===== config.mk =====
export PLATFORM = sky130hd
export DESIGN_NAME = lsu_mem_ctrl
export DESIGN_NICKNAME = d
export VERILOG_FILES = /design/src/rtl/lsu_pkg.sv /design/src/rtl/lsu_align.sv /design/src/rtl/lsu_mem_ctrl.sv
export SDC_FILE = /design/constraint.sdc
export NUM_CORES = 1
export LEC_CHECK = 0
export ABC_AREA = 1
export BUFFER_PORTS_ARGS = -buffer_cell sky130_fd_sc_hd__buf_4
export CORE_ASPECT_RATIO = 0.7
export CORE_MARGIN = 4
export CORE_UTILIZATION = 46
export DETAILED_ROUTE_END_ITERATION = 7
export GPL_ROUTABILITY_DRIVEN = 0
export PLACE_DENSITY = 0.72
export SLEW_MARGIN = 20
export SYNTH_ARGS = -nofsm -noshare
export SYNTH_HDL_FRONTEND = slang
export SYNTH_SLANG_ARGS = --single-unit

===== constraint.sdc =====
create_clock -name CLK -period 3.31 [get_ports CLK]
set_input_delay 0.331 -clock CLK [delete_from_list [all_inputs] [get_ports CLK]]
set_output_delay 0.331 -clock CLK [all_outputs]
set_load 0.02 [all_outputs]

===== src/rtl/lsu_pkg.sv =====
// Shared types and constants for the load/store memory controller.
// Holds the RV32I load/store funct3 codes, the FSM state type and the latched request record.
package lsu_pkg;

  localparam logic [2:0] OP_LB  = 3'b000;
  localparam logic [2:0] OP_LH  = 3'b001;
  localparam logic [2:0] OP_LW  = 3'b010;
  localparam logic [2:0] OP_LBU = 3'b100;
  localparam logic [2:0] OP_LHU = 3'b101;
  localparam logic [2:0] OP_SB  = 3'b000;
  localparam logic [2:0] OP_SH  = 3'b001;
  localparam logic [2:0] OP_SW  = 3'b010;

  typedef enum logic [1:0] {
    S_IDLE,
    S_ISSUE,
    S_WAIT,
    S_RESP
  } lsu_state_t;

  typedef struct packed {
    logic        store;
    logic [2:0]  funct3;
    logic [31:0] addr;
    logic [31:0] wdata;
  } lsu_req_t;

  typedef struct packed {
    logic [6:0] imm_11_5;
    logic [4:0] rs2;
    logic [4:0] rs1;
    logic [2:0] funct3;
    logic [4:0] imm_4_0;
    logic [6:0] opcode;
  } S_Type;

endpackage


===== src/rtl/lsu_align.sv =====
// Combinational lane logic: byte enables, store-data replication, load extraction/extension
// and the misaligned/illegal access check.
module lsu_align
  import lsu_pkg::*;
(
  input  logic        store_i,
  input  logic [2:0]  funct3_i,
  input  logic [1:0]  addr_lo_i,
  input  logic [31:0] wdata_i,
  input  logic [31:0] rdata_i,
  output logic [3:0]  be_o,
  output logic [31:0] wdata_o,
  output logic [31:0] rdata_o,
  output logic        err_o
);

  logic [31:0] shifted;
  logic        illegal;
  logic        misaligned;

  always_comb begin
    be_o    = '0;
    wdata_o = '0;
    unique case (funct3_i[1:0])
      2'b00: begin
        be_o    = 4'b0001 << addr_lo_i;
        wdata_o = {4{wdata_i[7:0]}};
      end
      2'b01: begin
        be_o    = 4'b0011 << {addr_lo_i[1], 1'b0};
        wdata_o = {2{wdata_i[15:0]}};
      end
      2'b10: begin
        be_o    = 4'b1111;
        wdata_o = wdata_i;
      end
      default: ;
    endcase
  end

  always_comb begin
    shifted = rdata_i >> {addr_lo_i, 3'b000};
    rdata_o = '0;
    unique case (funct3_i)
      OP_LB:   rdata_o = {{24{shifted[7]}}, shifted[7:0]};
      OP_LH:   rdata_o = {{16{shifted[15]}}, shifted[15:0]};
      OP_LW:   rdata_o = shifted;
      OP_LBU:  rdata_o = {24'b0, shifted[7:0]};
      OP_LHU:  rdata_o = {16'b0, shifted[15:0]};
      default: rdata_o = '0;
    endcase
  end

  always_comb begin
    if (store_i) illegal = (funct3_i > OP_SW);
    else         illegal = (funct3_i == 3'b011) || (funct3_i == 3'b110) || (funct3_i == 3'b111);
    misaligned = ((funct3_i[1:0] == 2'b01) && addr_lo_i[0]) ||
                 ((funct3_i[1:0] == 2'b10) && (addr_lo_i != 2'b00));
    err_o = illegal || misaligned;
  end

endmodule


===== src/rtl/lsu_mem_ctrl.sv =====
// Load/store bus sequencer: accepts one core access, runs req/gnt/rvalid with a timeout,
// and returns a single-cycle response while holding busy to stall the core.
module lsu_mem_ctrl
  import lsu_pkg::*;
#(
  parameter int unsigned TIMEOUT_CYCLES = 255
) (
  input  logic        CLK,
  input  logic        reset,
  input  logic        req_valid,
  output logic        req_ready,
  input  logic        req_store,
  input  logic [2:0]  req_funct3,
  input  logic [31:0] req_addr,
  input  logic [31:0] req_wdata,
  output logic        rsp_valid,
  output logic [31:0] rsp_rdata,
  output logic        rsp_err,
  output logic        busy,
  output logic        mem_req,
  output logic        mem_we,
  output logic [31:0] mem_addr,
  output logic [3:0]  mem_be,
  output logic [31:0] mem_wdata,
  input  logic        mem_gnt,
  input  logic        mem_rvalid,
  input  logic [31:0] mem_rdata
);

  localparam logic [7:0] TO_LAST = 8'(TIMEOUT_CYCLES - 1);

  lsu_state_t  state_q, state_d;
  lsu_req_t    req_q, req_d, req_in, req_cur;
  logic [7:0]  cnt_q, cnt_d;
  logic        err_q, err_d;
  logic [31:0] rdata_q, rdata_d;

  logic [3:0]  al_be;
  logic [31:0] al_wdata;
  logic [31:0] al_rdata;
  logic        al_err;
  logic        timed_out;

  // One aligner serves both the incoming request (error check at accept) and the latched one.
  always_comb begin
    req_in  = '{store: req_store, funct3: req_funct3, addr: req_addr, wdata: req_wdata};
    req_cur = (state_q == S_IDLE) ? req_in : req_q;
  end

  lsu_align u_align (
    .store_i   (req_cur.store),
    .funct3_i  (req_cur.funct3),
    .addr_lo_i (req_cur.addr[1:0]),
    .wdata_i   (req_cur.wdata),
    .rdata_i   (mem_rdata),
    .be_o      (al_be),
    .wdata_o   (al_wdata),
    .rdata_o   (al_rdata),
    .err_o     (al_err)
  );

  assign timed_out = (cnt_q >= TO_LAST);

  always_ff @(posedge CLK or negedge reset) begin
    if (!reset) begin
      state_q <= S_IDLE;
      req_q   <= '0;
      cnt_q   <= '0;
      err_q   <= 1'b0;
      rdata_q <= '0;
    end else begin
      state_q <= state_d;
      req_q   <= req_d;
      cnt_q   <= cnt_d;
      err_q   <= err_d;
      rdata_q <= rdata_d;
    end
  end

  always_comb begin
    state_d = state_q;
    req_d   = req_q;
    cnt_d   = cnt_q;
    err_d   = err_q;
    rdata_d = rdata_q;
    unique case (state_q)
      S_IDLE: begin
        if (req_valid) begin
          req_d = req_in;
          cnt_d = '0;
          if (al_err) begin
            state_d = S_RESP;
            err_d   = 1'b1;
            rdata_d = '0;
          end else begin
            state_d = S_ISSUE;
            err_d   = 1'b0;
          end
        end
      end
      S_ISSUE: begin
        cnt_d = cnt_q + 8'd1;
        if (mem_gnt) begin
          if (req_q.store) begin
            state_d = S_RESP;
            rdata_d = '0;
          end else begin
            state_d = S_WAIT;
          end
        end else if (timed_out) begin
          state_d = S_RESP;
          err_d   = 1'b1;
          rdata_d = '0;
        end
      end
      S_WAIT: begin
        cnt_d = cnt_q + 8'd1;
        if (mem_rvalid) begin
          state_d = S_RESP;
          rdata_d = al_rdata;
        end else if (timed_out) begin
          state_d = S_RESP;
          err_d   = 1'b1;
          rdata_d = '0;
        end
      end
      S_RESP:  state_d = S_IDLE;
      default: state_d = S_IDLE;
    endcase
  end

  // Outputs decode straight from state so an async reset drops them without waiting for a clock.
  always_comb begin
    req_ready = (state_q == S_IDLE);
    busy      = (state_q != S_IDLE);
    rsp_valid = (state_q == S_RESP);
    rsp_err   = (state_q == S_RESP) && err_q;
    rsp_rdata = rdata_q;
    mem_req   = 1'b0;
    mem_we    = 1'b0;
    mem_addr  = '0;
    mem_be    = '0;
    mem_wdata = '0;
    if (state_q == S_ISSUE) begin
      mem_req   = 1'b1;
      mem_we    = req_q.store;
      mem_addr  = {req_q.addr[31:2], 2'b00};
      mem_be    = al_be;
      mem_wdata = req_q.store ? al_wdata : '0;
    end
  end

endmodule


==> results, run 1 <==
- The run finished with clean final reports.
- The post-layout utilization of the core is 0.610.
- The cell count after synthesis came out at around 1100.
- In this run the static leakage power is around 0.0054 uW.
- For this run the aggregate overflow at the end of global routing stands at 0.
- The wire-length estimate of the detail-placed layout is roughly 16000 um.
- The upper clock frequency limit is about 330 MHz.
- STA classifies the critical path startpoint as a flop.
- The total power is 8840 uW.
- The number of clock buffers added by TritonCTS is 9.
- The overall global routing resource usage is 0.243.
- After synthesis the cells add up to approximately 0.0072 mm2.
- The total wire length after detailed routing is between 20000 and 25000 um.
- The critical path class is reg2out.
- The final worst clock skew is roughly 0.011 ns.
- The critical-path maximum fanout is 24.
- The switching part of the total power is 0.525.
- After clock tree synthesis, the clock-pin slew on the worst setup and hold paths is 0.10 ns.
- The chip width is approximately 160 um.
- The share of the Yosys chip area taken by registers is 0.387.
- Data on the critical path arrives at its endpoint at ~2.7 ns.
- The share of post-route cells with drive strength above 1 is 0.217.
- Setup repair after global routing left no endpoint under its margin.
- The synthesis-to-finish area growth is 27.5%.
- In the routed layout, each cell is associated on average with a via count of ~5.
- The H-tree generated during clock tree synthesis spans 3 levels.
- The count of input and output buffers is approximately 210.
- During I/O placement, the number of pins put on the boundary was around 210.
- The maximum clock insertion buffer count is 2.
- The area of the die is approximately 0.018 mm2.
- The total number of vias is around 7400.
- The number of DRC violations after detailed-routing iteration 0 is about 620.
- At the pin with the least slew margin, the transition time is between 0.7 and 0.8 ns.
- The number of sinks handled by clock tree synthesis is approximately 110.
- The fraction of power consumed by combinational cells is 0.615.
- Setup violations remaining at the end of the flow were counted as 0.
- The number of design rule violations left after detail routing is 0.
- Of the total power, registers draw 0.251.
- Across the run, the number of max-cap violations was 0.
- For this design the total switching power over the nets is approximately 4600 uW.
- The first global-routing pass estimated approximately 35000 um of wire.
- The initial antenna violation count is 1.
- The number of inserted diodes is 0.
- The clock power share is 0.134.
- From bottom edge to top edge, the die measures 113 um.
- The mean instance size in the synthesized netlist is around 6.5 um2.
- Dividing the detail-routed wire length by the instance count gives ~15 um.
- In this run the core area contains 37 standard-cell rows.
- The area of all sequential standard cells is ~0.0028 mm2.
- The number of fill cells in the layout is ~1500.
- IR analysis of the VDD net gives a maximum drop of 486 uV.
- Entering global routing, the biggest net connects 73 pins.
- The total count of max-transition violations in the final report is 0.
- After layout, the minimum clock period comes to a little over 3 ns.
- The remaining antenna violation count after routing is 0.
- The clock latency on the worst-skew pair is 0.36 ns.
- The relative slew slack is 0.527.
- For this design the ratio of total power to cell area is ~970 mW/mm2.
- The clock root buffer is sky130_fd_sc_hd__clkbuf_16.
- The initial core utilization is 0.479.
- The first detailed-routing pass took 5 iterations.
- The worst register-to-register path begins at state_q[0]$_DFFE_PN0P_.
- The most critical setup path has its startpoint at state_q[0]$_DFFE_PN0P_.
- During synthesis, Yosys emitted a total of 0 warnings.
- The class of the worst hold path is in2reg.
- The core area is 0.0150 mm2.
- The register bit total from synthesis is between 100 and 150.
- TritonCTS built the clock tree.
- Counting distinct cell types in the post-synthesis netlist gives 38.
- Summed over all failing endpoints, the final setup total negative slack is 0 ns.
- The number of buffers inserted by post-CTS setup repair is 0.
- The internal power of the cells totals between 4000 and 5000 uW.
- The final net count is ~1400.
- The number of global-route vias before repair is around 7000.
- In the finished design, the share of the clock period the worst path needs comes to 0.920.
- The nature of the critical path endpoint is an output pin.
- The data required time of the worst path is roughly 3.0 ns.
- The hold violation total from the final report is 0.
- The worst hold path begins at req_addr[26].
- The multi-input gate area in the final layout is about 0.0035 mm2.
[sequential cells by signal, indices dropped and copies added, names as in the netlist]
name / flops
req_q: 68
rsp_rdata: 32
cnt_q: 8
state_q: 2
err_q: 1
[through the flow]
stage	area [um2]	hold WS, ns	std cells	setup slack (ns)
after global routing	9150	0.145	1474	0.0527
after global placement	8800	0.365	1457	0.565
after floorplan	7180	0.0354	1097	0.756
final	9150	0.150	1474	0.266
after CTS	9140	0.143	1474	0.165
after detailed placement	8800	0.364	1457	0.433
[final cells by class]
class,instances,area share
clock inverters,7,0.0111
well taps,195,0.0267
flip-flops and latches,111,0.303
repair buffers,219,0.181
multi-input cells,777,0.388
clock buffers,9,0.0246
inverters,156,0.0652
[per-layer routing]
metal	global-route usage	part of all wire	vias up
li1	-	-	3734
met1	0.373	0.48	3352
met2	0.340	0.41	283
met3	0.0640	0.10	26
met4	0.0567	0.017	2
met5	0	0.00078	-
[cell usage in the layout, fill, tap and decap left out, drive strengths merged, types with 6 or more instances in the layout]
| cell | synthesis | final |
|---|---|---|
| o21bai | 8 | 8 |
| clkbuf | 27 | 9 |
| o21ai | 112 | 112 |
| nand3 | 48 | 48 |
| nand2 | 498 | 498 |
| a21oi | 11 | 11 |
| buf | 26 | 218 |
| dfrtp | 111 | 111 |
| o211ai | 26 | 26 |
| o221ai | 8 | 8 |
| nor2 | 45 | 45 |
| ha | 6 | 6 |
| inv | 156 | 159 |
[power by group through the flow]
stage / combinational [uW] / clock [uW] / sequential [uW]
after floorplan: 3750 / 0 / 2280
after global placement: 5300 / 0 / 2220
after detailed placement: 5340 / 0 / 2230
after CTS: 5360 / 1200 / 2210
after global routing: 6060 / 1250 / 2290
final: 5440 / 1190 / 2220
[final timing paths]
path,to,slack (ns),cells after the start
max in group asynchronous,rsp_rdata[8]$_DFFE_PN0P_,2.02,3
hold / removal,req_q[58]$_DFFE_PN0P_,0.15,3
setup reg to reg,rsp_rdata[31]$_DFFE_PN0P_,0.52,12
setup / recovery,mem_wdata[24],0.27,12
hold reg to reg,req_q[57]$_DFFE_PN0P_,0.49,2
min in group asynchronous,req_q[10]$_DFFE_PN0P_,0.51,2
[cells in the mapped netlist, drive strengths merged]
master | number | area (um2)
a31oi | 4 | 25.0
conb | 1 | 3.75
o211ai | 26 | 195
inv | 156 | 593
xor2 | 1 | 8.76
a21oi | 11 | 58.8
a22o | 1 | 8.76
o21ai | 112 | 568
o221ai | 8 | 70.1
clkbuf | 27 | 101
a22oi | 1 | 7.51
o21bai | 8 | 60.1
o21a | 2 | 16.3
nor3 | 2 | 21.3
nand3 | 48 | 260
nand2 | 498 | 1940
dfrtp | 111 | 2780
buf | 26 | 175
ha | 6 | 75.1
o22ai | 1 | 6.26
nand4 | 1 | 12.5
nor2 | 45 | 189
[worst max-delay path, stage by stage, from the launching register on]
cell	delay [ns]
sky130_fd_sc_hd__dfrtp_1	0.41
sky130_fd_sc_hd__inv_1	0.12
sky130_fd_sc_hd__ha_4	0.25
sky130_fd_sc_hd__inv_6	0.19
sky130_fd_sc_hd__nand2_4	0.07
sky130_fd_sc_hd__nand2_4	0.17
sky130_fd_sc_hd__nand2_2	0.20
sky130_fd_sc_hd__inv_1	0.34
sky130_fd_sc_hd__nand2_1	0.17
sky130_fd_sc_hd__o211ai_1	0.14
sky130_fd_sc_hd__nand2_1	0.07
sky130_fd_sc_hd__inv_1	0.06
sky130_fd_sc_hd__buf_4	0.13
[repair_timing]
item                                    4_1_cts  5_1_grt
resized for setup                             0        2
hold buffers                                  1        0
endpoints found under the setup margin        0       15
hold endpoints to repair                     40        0
[cell families (layout without fill, tap and decap cells)]
kind of cell / count (synthesis) / after routing / share of synthesized area
AOI/OAI and AO/OA: 174 / 174 / 0.142
xor gates and xnor gates: 1 / 1 / 0.00122
adders and majority gates: 6 / 6 / 0.0105
buffers and inverters: 209 / 391 / 0.121
DFF: 111 / 111 / 0.387
other: 1 / 2 / 0.000522
and+or+nand+nor: 594 / 594 / 0.338
(Power assumes the default switching activity.)
==> run 2, diff against run 1 <==
ABC_AREA = 0   (was 1)
PLACE_DENSITY = 0.73   (was 0.72)
==> results, run 2 <==
- The run finished with clean final reports.
- By instance count, the cell type seen most on the critical path is sky130_fd_sc_hd__buf_4.
- In this run the power spent charging and discharging nets is 3930 uW.
- The total overflow reported by the global router is 0.
- The post-cts repair resize count is 0.
- Of the total power, the clock network draws 0.124.
- The setup violation total in the final timing report is 0.
- The hold violation total from the final report is 0.
- The area fraction of the dominant cell type after synthesis is 0.417.
- The switching part of the total power is 0.452.
- The worst setup path is launched from a flop.
- The first detailed-routing pass took 7 iterations.
- In this run, the number of DRC markers left after iteration 0 of detailed routing was ~460.
- The cell count after synthesis is between 600 and 700.
- The first global-routing pass estimated roughly 31000 um of wire.
- The final worst clock skew is just under 0.009 ns.
- Measured along the y axis, the die boundary spans approximately 110 um.
- The data required time of the worst path is slightly below 3 ns.
- After synthesis, the cell types taking the most area are sky130_fd_sc_hd__dfrtp_1 42%, sky130_fd_sc_hd__mux2_2 14%, sky130_fd_sc_hd__mux2i_1 6.5%, sky130_fd_sc_hd__nand2_1 3.9%, sky130_fd_sc_hd__and2_1 3.2%.
- The number of rows in the core area is 36.
- In this run the mean area of a mapped cell was between 10 and 15 um2.
- Walking the worst path, the cells encountered are inv_1 > ha_4 > buf_4 > mux2_2 > nor2_4 > buf_4 > nand2_1 > a21oi_1 > buf_4.
- The overall global routing resource usage is 0.230.
- The detailed-route wire length per cell is approximately 19 um.
- The largest total area in the synthesized netlist belongs to sky130_fd_sc_hd__dfrtp_1.
- The number of CTS-inserted buffers is 9.
- Across all hold checks on the routed design, the worst slack comes to 0.00210 ns.
- Headroom to the max-slew limit came out at 0.369.
- Of the total power, registers draw 0.265.
- The flip-flop count of the largest register, all copies and words added is 68.
- The chip width is approximately 150 um.
- The upper clock frequency limit is roughly 330 MHz.
- The number of buffers and inverters on the critical path is 4.
- In the synthesized netlist the async set-or-reset flop fraction comes to 1.00.
- The nature of the critical path endpoint is an output pin.
- The count of pins on the block boundary is about 210.
- The maximum number of pins on one net before global-route repair is 63.
- Counting flops per register, the top entry is req_q.
- The largest single stage delay on the critical path is approximately 0.44 ns.
- Summed over all layers, the routed wires come to 19700 um.
- By instance count, the leading cell after synthesis is sky130_fd_sc_hd__dfrtp_1.
- The initial core utilization is 0.474.
- The warning count from the yosys run is 0.
- The path class of the tightest hold or removal check is in2async.
- The hold-fix buffer count after cts is 0.
- At the pin with the least slew margin, the transition time is 0.942 ns.
- The number of design rule violations left after detail routing is 0.
- The number of different library cells in the post-synthesis netlist is 60.
- The total leakage power is between 0.003 and 0.004 uW.
- The number of instances in the placed design is roughly 1000.
- No sink is reached through more buffers than the 2 on the longest clock path.
- Data on the critical path arrives at its endpoint at approximately 2.7 ns.
- After the flow finishes, the layout carries non-filler instances totaling 1050.
- For the worst-skew pair, the clock arrives at the later sink with an insertion delay of around 0.35 ns.
- The number of levels in the clock H-tree is 3.
- The number of sinks handled by clock tree synthesis is around 110.
- The core area is around 0.014 mm2.
- The clock root buffer is sky130_fd_sc_hd__clkbuf_16.
- Cell internal power was estimated by the tool at between 4000 and 5000 uW.
- The sequential area share after synthesis is 0.417.
- The clock transition at the registers of the reported paths is approximately 0.07 ns.
- The total count of max-transition violations in the final report is 0.
- The sum of negative setup slack is 0 ns.
- The highest-delay cell along the critical path is sky130_fd_sc_hd__dfrtp_1.
- The number of buffers inserted by post-CTS setup repair is 0.
- The number of global-route vias before repair is about 6000.
- The final layout contains 966 nets.
- Of the total power, combinational logic draws 0.611.
- Of the cells placed in the final design, the portion with a size suffix greater than 1 is 0.399.
- Using the TritonRoute via totals, the vias-per-cell ratio works out to a little under 6.
- The number of enable flip-flop cells after synthesis is 0.
- The count of input and output buffers is 208.
- Among all flip-flop cells after synthesis, the most frequent one is sky130_fd_sc_hd__dfrtp_1.
- The most common cell after layout, fill and taps aside is sky130_fd_sc_hd__buf_4.
- The max-cap violation count is 0.
- After synthesis the cells add up to ~0.0067 mm2.
- The register bit total from synthesis is between 100 and 150.
- In the finished design, the share of the clock period the worst path needs comes to 0.928.
- The wire-length estimate of the detail-placed layout is 14900 um.
- Counting instances in the post-synthesis netlist gives the leading cell types as 111 x sky130_fd_sc_hd__dfrtp_1, 85 x sky130_fd_sc_hd__mux2_2, 69 x sky130_fd_sc_hd__nand2_1.
- The area of the die is around 0.017 mm2.
- Detailed routing inserted a total of slightly above 6000 vias.
- From synthesis to final layout, the design area changed by 30.7%.
- The initial antenna violation count is 0.
- The count of nets left with antenna violations once routing finished came out at 0.
- In the layout the commonest cells are 223 x sky130_fd_sc_hd__buf_4, 111 x sky130_fd_sc_hd__dfrtp_1, 85 x sky130_fd_sc_hd__mux2_2.
- The minimum clock period is between 3 and 4 ns.
- The critical-path maximum fanout is 19.
- TritonCTS built the clock tree.
- Among cell families on the critical path, the largest total delay comes from buffers and inverters.
- The worst setup path is of the reg2out kind.
- Setup repair after global routing left no endpoint under its margin.
- The worst IR drop on VDD is approximately 400 uV.
- The number of inserted diodes is 0.
- The ratio of total power to cell area is approximately 1000 mW/mm2.
==> run 2: changes by cell type after synthesis, moves of 13 or more <==
cell / change
sky130_fd_sc_hd__and2_1: +34
sky130_fd_sc_hd__nor4_1: +15
sky130_fd_sc_hd__o211ai_1: -13
sky130_fd_sc_hd__nor2_1: -24
sky130_fd_sc_hd__inv_1: -123
sky130_fd_sc_hd__a21oi_1: +27
sky130_fd_sc_hd__nor3_1: +23
sky130_fd_sc_hd__nand2_1: -411
sky130_fd_sc_hd__mux2_2: +85
sky130_fd_sc_hd__nand3_1: -34
sky130_fd_sc_hd__o21ai_0: -61
sky130_fd_sc_hd__mux2i_1: +43
sky130_fd_sc_hd__o32ai_1: +15
==> run 2: final cells by class <==
type,count,area (um2)
Fill cell,1170,5340
Multi-Input combinational cell,481,3570
Sequential cell,111,2780
Timing Repair Buffer,227,1740
Clock buffer,11,243
Tap cell,190,238
Inverter,25,93.8
Clock inverter,5,46.3
==> run 2: power by group through the flow <==
stage / Clock, uW / Sequential, uW / Combinational, uW
2_1_floorplan: 0 / 2310 / 3580
3_3_place_gp: 0 / 2270 / 5070
3_5_place_dp: 0 / 2320 / 5190
4_1_cts: 1110 / 2300 / 5210
5_1_grt: 1160 / 2380 / 5720
6_report: 1080 / 2310 / 5310
==> run 2: logic make-up (layout without fill, tap and decap cells) <==
family,after synthesis,in the layout,synth area share
xor+xnor,1,1,0.00131
buf+inv,73,268,0.0529
fa+ha+maj,6,6,0.0113
other cells,1,2,0.000563
compound gates,150,150,0.154
flops,111,111,0.417
mux,132,132,0.219
simple gates,190,190,0.144
==> run 2: metrics by stage <==
| step | utilization | total power [uW] | cell area [um2] | worst slack (ns) |
|---|---|---|---|---|
| 2_1_floorplan | - | 5890 | 6670 | 0.554 |
| 3_3_place_gp | 0.596 | 7340 | 8380 | 0.406 |
| 3_5_place_dp | 0.596 | 7510 | 8380 | 0.279 |
| 4_1_cts | 0.617 | 8620 | 8670 | 0.0458 |
| 5_1_grt | 0.620 | 9260 | 8710 | 0.0866 |
| 6_report | 0.620 | 8700 | 8710 | 0.240 |
==> run 2: routing by layer <==
layer	vias to the layer above	wire [um]	global-route usage
li1	2800	-	-
met1	2959	8320	0.301
met2	282	9100	0.370
met3	30	1930	0.0781
met4	0	353	0.0558
met5	-	0	0
==> run 2: final timing paths <==
path	from	end	slack, ns	cells after the start
hold reg to reg	rsp_rdata[31]$_DFFE_PN0P_	rsp_rdata[31]$_DFFE_PN0P_	0.49	2
min in group CLK	req_addr[8]	req_q[40]$_DFFE_PN0P_	0.21	2
max in group asynchronous	reset	req_q[9]$_DFFE_PN0P_	2.53	2
setup reg to reg	state_q[0]$_DFFE_PN0P_	rsp_rdata[30]$_DFFE_PN0P_	0.46	9
setup / recovery	state_q[0]$_DFFE_PN0P_	mem_wdata[10]	0.24	9
hold / removal	reset	rsp_rdata[31]$_DFFE_PN0P_	0.002	1
==> run 3, diff against run 2 <==
GPL_TIMING_DRIVEN = 0   (was default)
==> results, run 3 (synthesized netlist as in run 2, its figures left out) <==
- The run finished with clean final reports.
- The total count of max-transition violations in the final report is 0.
- The H-tree was split into 3 levels.
- In the finished design, the share of the clock period the worst path needs comes to 0.968.
- The die covers roughly 0.017 mm2.
- The number of clock buffers added by TritonCTS is 9.
- The flip-flop count of the largest register, all copies and words added is 68.
- The total leakage power is 0.00407 uW.
- In the final layout, the share of cells above drive strength 1 is 0.406.
- The hold violation total from the final report is 0.
- The register-to-register setup slack is 0.44 ns.
- The number of sinks handled by clock tree synthesis is between 100 and 150.
- For the pin with the worst max-slew slack, the measured transition is roughly 0.91 ns.
- Detailed placement ended at an HPWL of around 16000 um.
- The detailed-route wire length per cell is 19.5 um.
- Summed over all nets, the switching power comes to between 4000 and 5000 uW.
- The chip width is approximately 150 um.
- Global routing finished with a remaining overflow of 0.
- Input and output buffers added on the ports amount to ~210.
- The clock power share is 0.122.
- Counting the fill cells in the layout gives between 1000 and 1500.
- At the end of the flow the core is filled with cells to 0.635.
- The core area is about 0.014 mm2.
- The clock transition at the registers of the reported paths is approximately 0.07 ns.
- The sequential share of power is 0.256.
- In this run, post-CTS hold repair placed 0 buffers.
- The switching part of the total power is 0.455.
- The library cells used most frequently in the layout, excluding fill and tap cells, are 217 x sky130_fd_sc_hd__buf_4, 111 x sky130_fd_sc_hd__dfrtp_1, 85 x sky130_fd_sc_hd__mux2_2.
- The floorplan step set the die height to between 100 and 150 um.
- The worst setup path is captured at an output pin.
- The internal portion of the total power is 4930 uW.
- The data required time of the worst path is between 2 and 3 ns.
- In this run the remaining antenna-violating nets after routing total 0.
- Row generation in the floorplan step produced 36 rows.
- Of the total power, combinational logic draws 0.622.
- The initial antenna violation count is 0.
- The synthesis-to-finish area growth is 33.8%.
- The path class of the tightest hold or removal check is in2async.
- The CTS tree is built.
- The final net count is 1000.
- The minimum clock period is around 3.2 ns.
- The tightest hold path in the finished design has a slack of 0.0872 ns.
- The library cell used most frequently in the layout, excluding fill and tap cells, is sky130_fd_sc_hd__buf_4.
- STA classifies the critical path startpoint as a flop.
- The critical path class is reg2out.
- The relative slew slack is 0.396.
- Counting flops per register, the top entry is req_q.
- The critical-path maximum fanout is 10.
- The clock passes through at most 2 buffers.
- The first detailed-routing pass took 5 iterations.
- The first-pass GRT wire length is roughly 33000 um.
- Data arrives at the worst endpoint at between 2 and 3 ns.
- The total wire length after detailed routing is 21200 um.
- The initial utilization of the core area, before any placement, comes to 0.474.
- The number of design rule violations left after detail routing is 0.
- The clock latency on the worst-skew pair is roughly 0.37 ns.
- The via-per-instance ratio is 5.73.
- The max-cap violation count is 0.
- The clock arrives with 0.00996 ns of skew.
- The total power is between 9000 and 10000 uW.
- The number of global-route vias before repair is a little over 6000.
- The total number of vias is 6210.
- The setup violation total in the final timing report is 0.
- The maximum number of pins on one net before global-route repair is 112.
- IR analysis of the VDD net gives a maximum drop of slightly above 500 uV.
- The count of pins on the block boundary is 211.
- 0 antenna diodes ended up in the layout.
- The ratio of total power to cell area is roughly 1000 mW/mm2.
- The clock root buffer is sky130_fd_sc_hd__clkbuf_16.
- In this run, the number of DRC markers left after iteration 0 of detailed routing was about 430.
- Across every metal layer, demand over resource in global routing totals 0.246.
- The upper clock frequency limit is 312 MHz.
run 3: final cells by class:
type / count / area, um2 / share of cell area
Sequential cell: 111 / 2780 / 0.311
Clock buffer: 10 / 239 / 0.0268
Clock inverter: 6 / 55.1 / 0.00617
Multi-Input combinational cell: 481 / 3610 / 0.405
Buffer: 47 / 292 / 0.0327
Timing Repair Buffer: 214 / 1610 / 0.181
Tap cell: 190 / 238 / 0.0267
Inverter: 25 / 93.8 / 0.0105
run 3: repair_timing:
| action | in CTS | in global routing |
|---|---|---|
| gates resized for setup | 8 | 26 |
| endpoints found under the setup margin | 26 | 28 |
| buffers inserted | 0 | 8 |
| pin swaps | 0 | 1 |
run 3: final timing paths:
kind | from | to | cells past startpoint
max | state_q[0]$_DFFE_PN0P_ | mem_wdata[12] | 12
min reg2reg | rsp_rdata[12]$_DFFE_PN0P_ | rsp_rdata[12]$_DFFE_PN0P_ | 2
min in group CLK | req_addr[29] | req_q[61]$_DFFE_PN0P_ | 2
min | reset | rsp_rdata[21]$_DFFE_PN0P_ | 1
max in group asynchronous | reset | req_q[35]$_DFFE_PN0P_ | 1
max reg2reg | cnt_q[0]$_DFFE_PN0P_ | rsp_rdata[13]$_DFFE_PN0P_ | 9
run 3: worst max-delay path: stages (launching register included):
cell	delay, ns
sky130_fd_sc_hd__dfrtp_1	0.46
sky130_fd_sc_hd__inv_1	0.10
sky130_fd_sc_hd__ha_1	0.25
sky130_fd_sc_hd__buf_6	0.15
sky130_fd_sc_hd__buf_6	0.13
sky130_fd_sc_hd__clkbuf_4	0.20
sky130_fd_sc_hd__mux2i_4	0.23
sky130_fd_sc_hd__buf_4	0.16
sky130_fd_sc_hd__nor2_4	0.16
sky130_fd_sc_hd__buf_4	0.21
sky130_fd_sc_hd__nand2_1	0.07
sky130_fd_sc_hd__a21oi_1	0.20
sky130_fd_sc_hd__buf_4	0.18
run 3: power by group through the flow:
stage          clock (uW)  sequential (uW)  combinational (uW)
2_1_floorplan           0             2310                3580
3_3_place_gp            0             2260                5190
3_5_place_dp            0             2300                5310
4_1_cts              1130             2290                5380
5_1_grt              1170             2380                6040
6_report             1100             2320                5630
run 3: routing by layer:
| layer | wire length (um) | track usage | vias to the layer above |
|---|---|---|---|
| met4 | 431 | 0.0776 | 0 |
| li1 | - | - | 2880 |
| met1 | 8820 | 0.315 | 2990 |
| met2 | 9740 | 0.388 | 302 |
| met5 | 0 | 0 | - |
| met3 | 2160 | 0.0956 | 38 |
run 3: through the flow:
step	cell area [um2]	cells	TNS [ns]	setup slack [ns]
2_1_floorplan	6670	665	0	0.554
3_5_place_dp	8460	1061	0	0.169
5_1_grt	8920	1084	-0.00858	-0.00858
6_report	8920	1084	0	0.106
3_3_place_gp	8450	1061	0	0.169
4_1_cts	8780	1077	0	0.0122
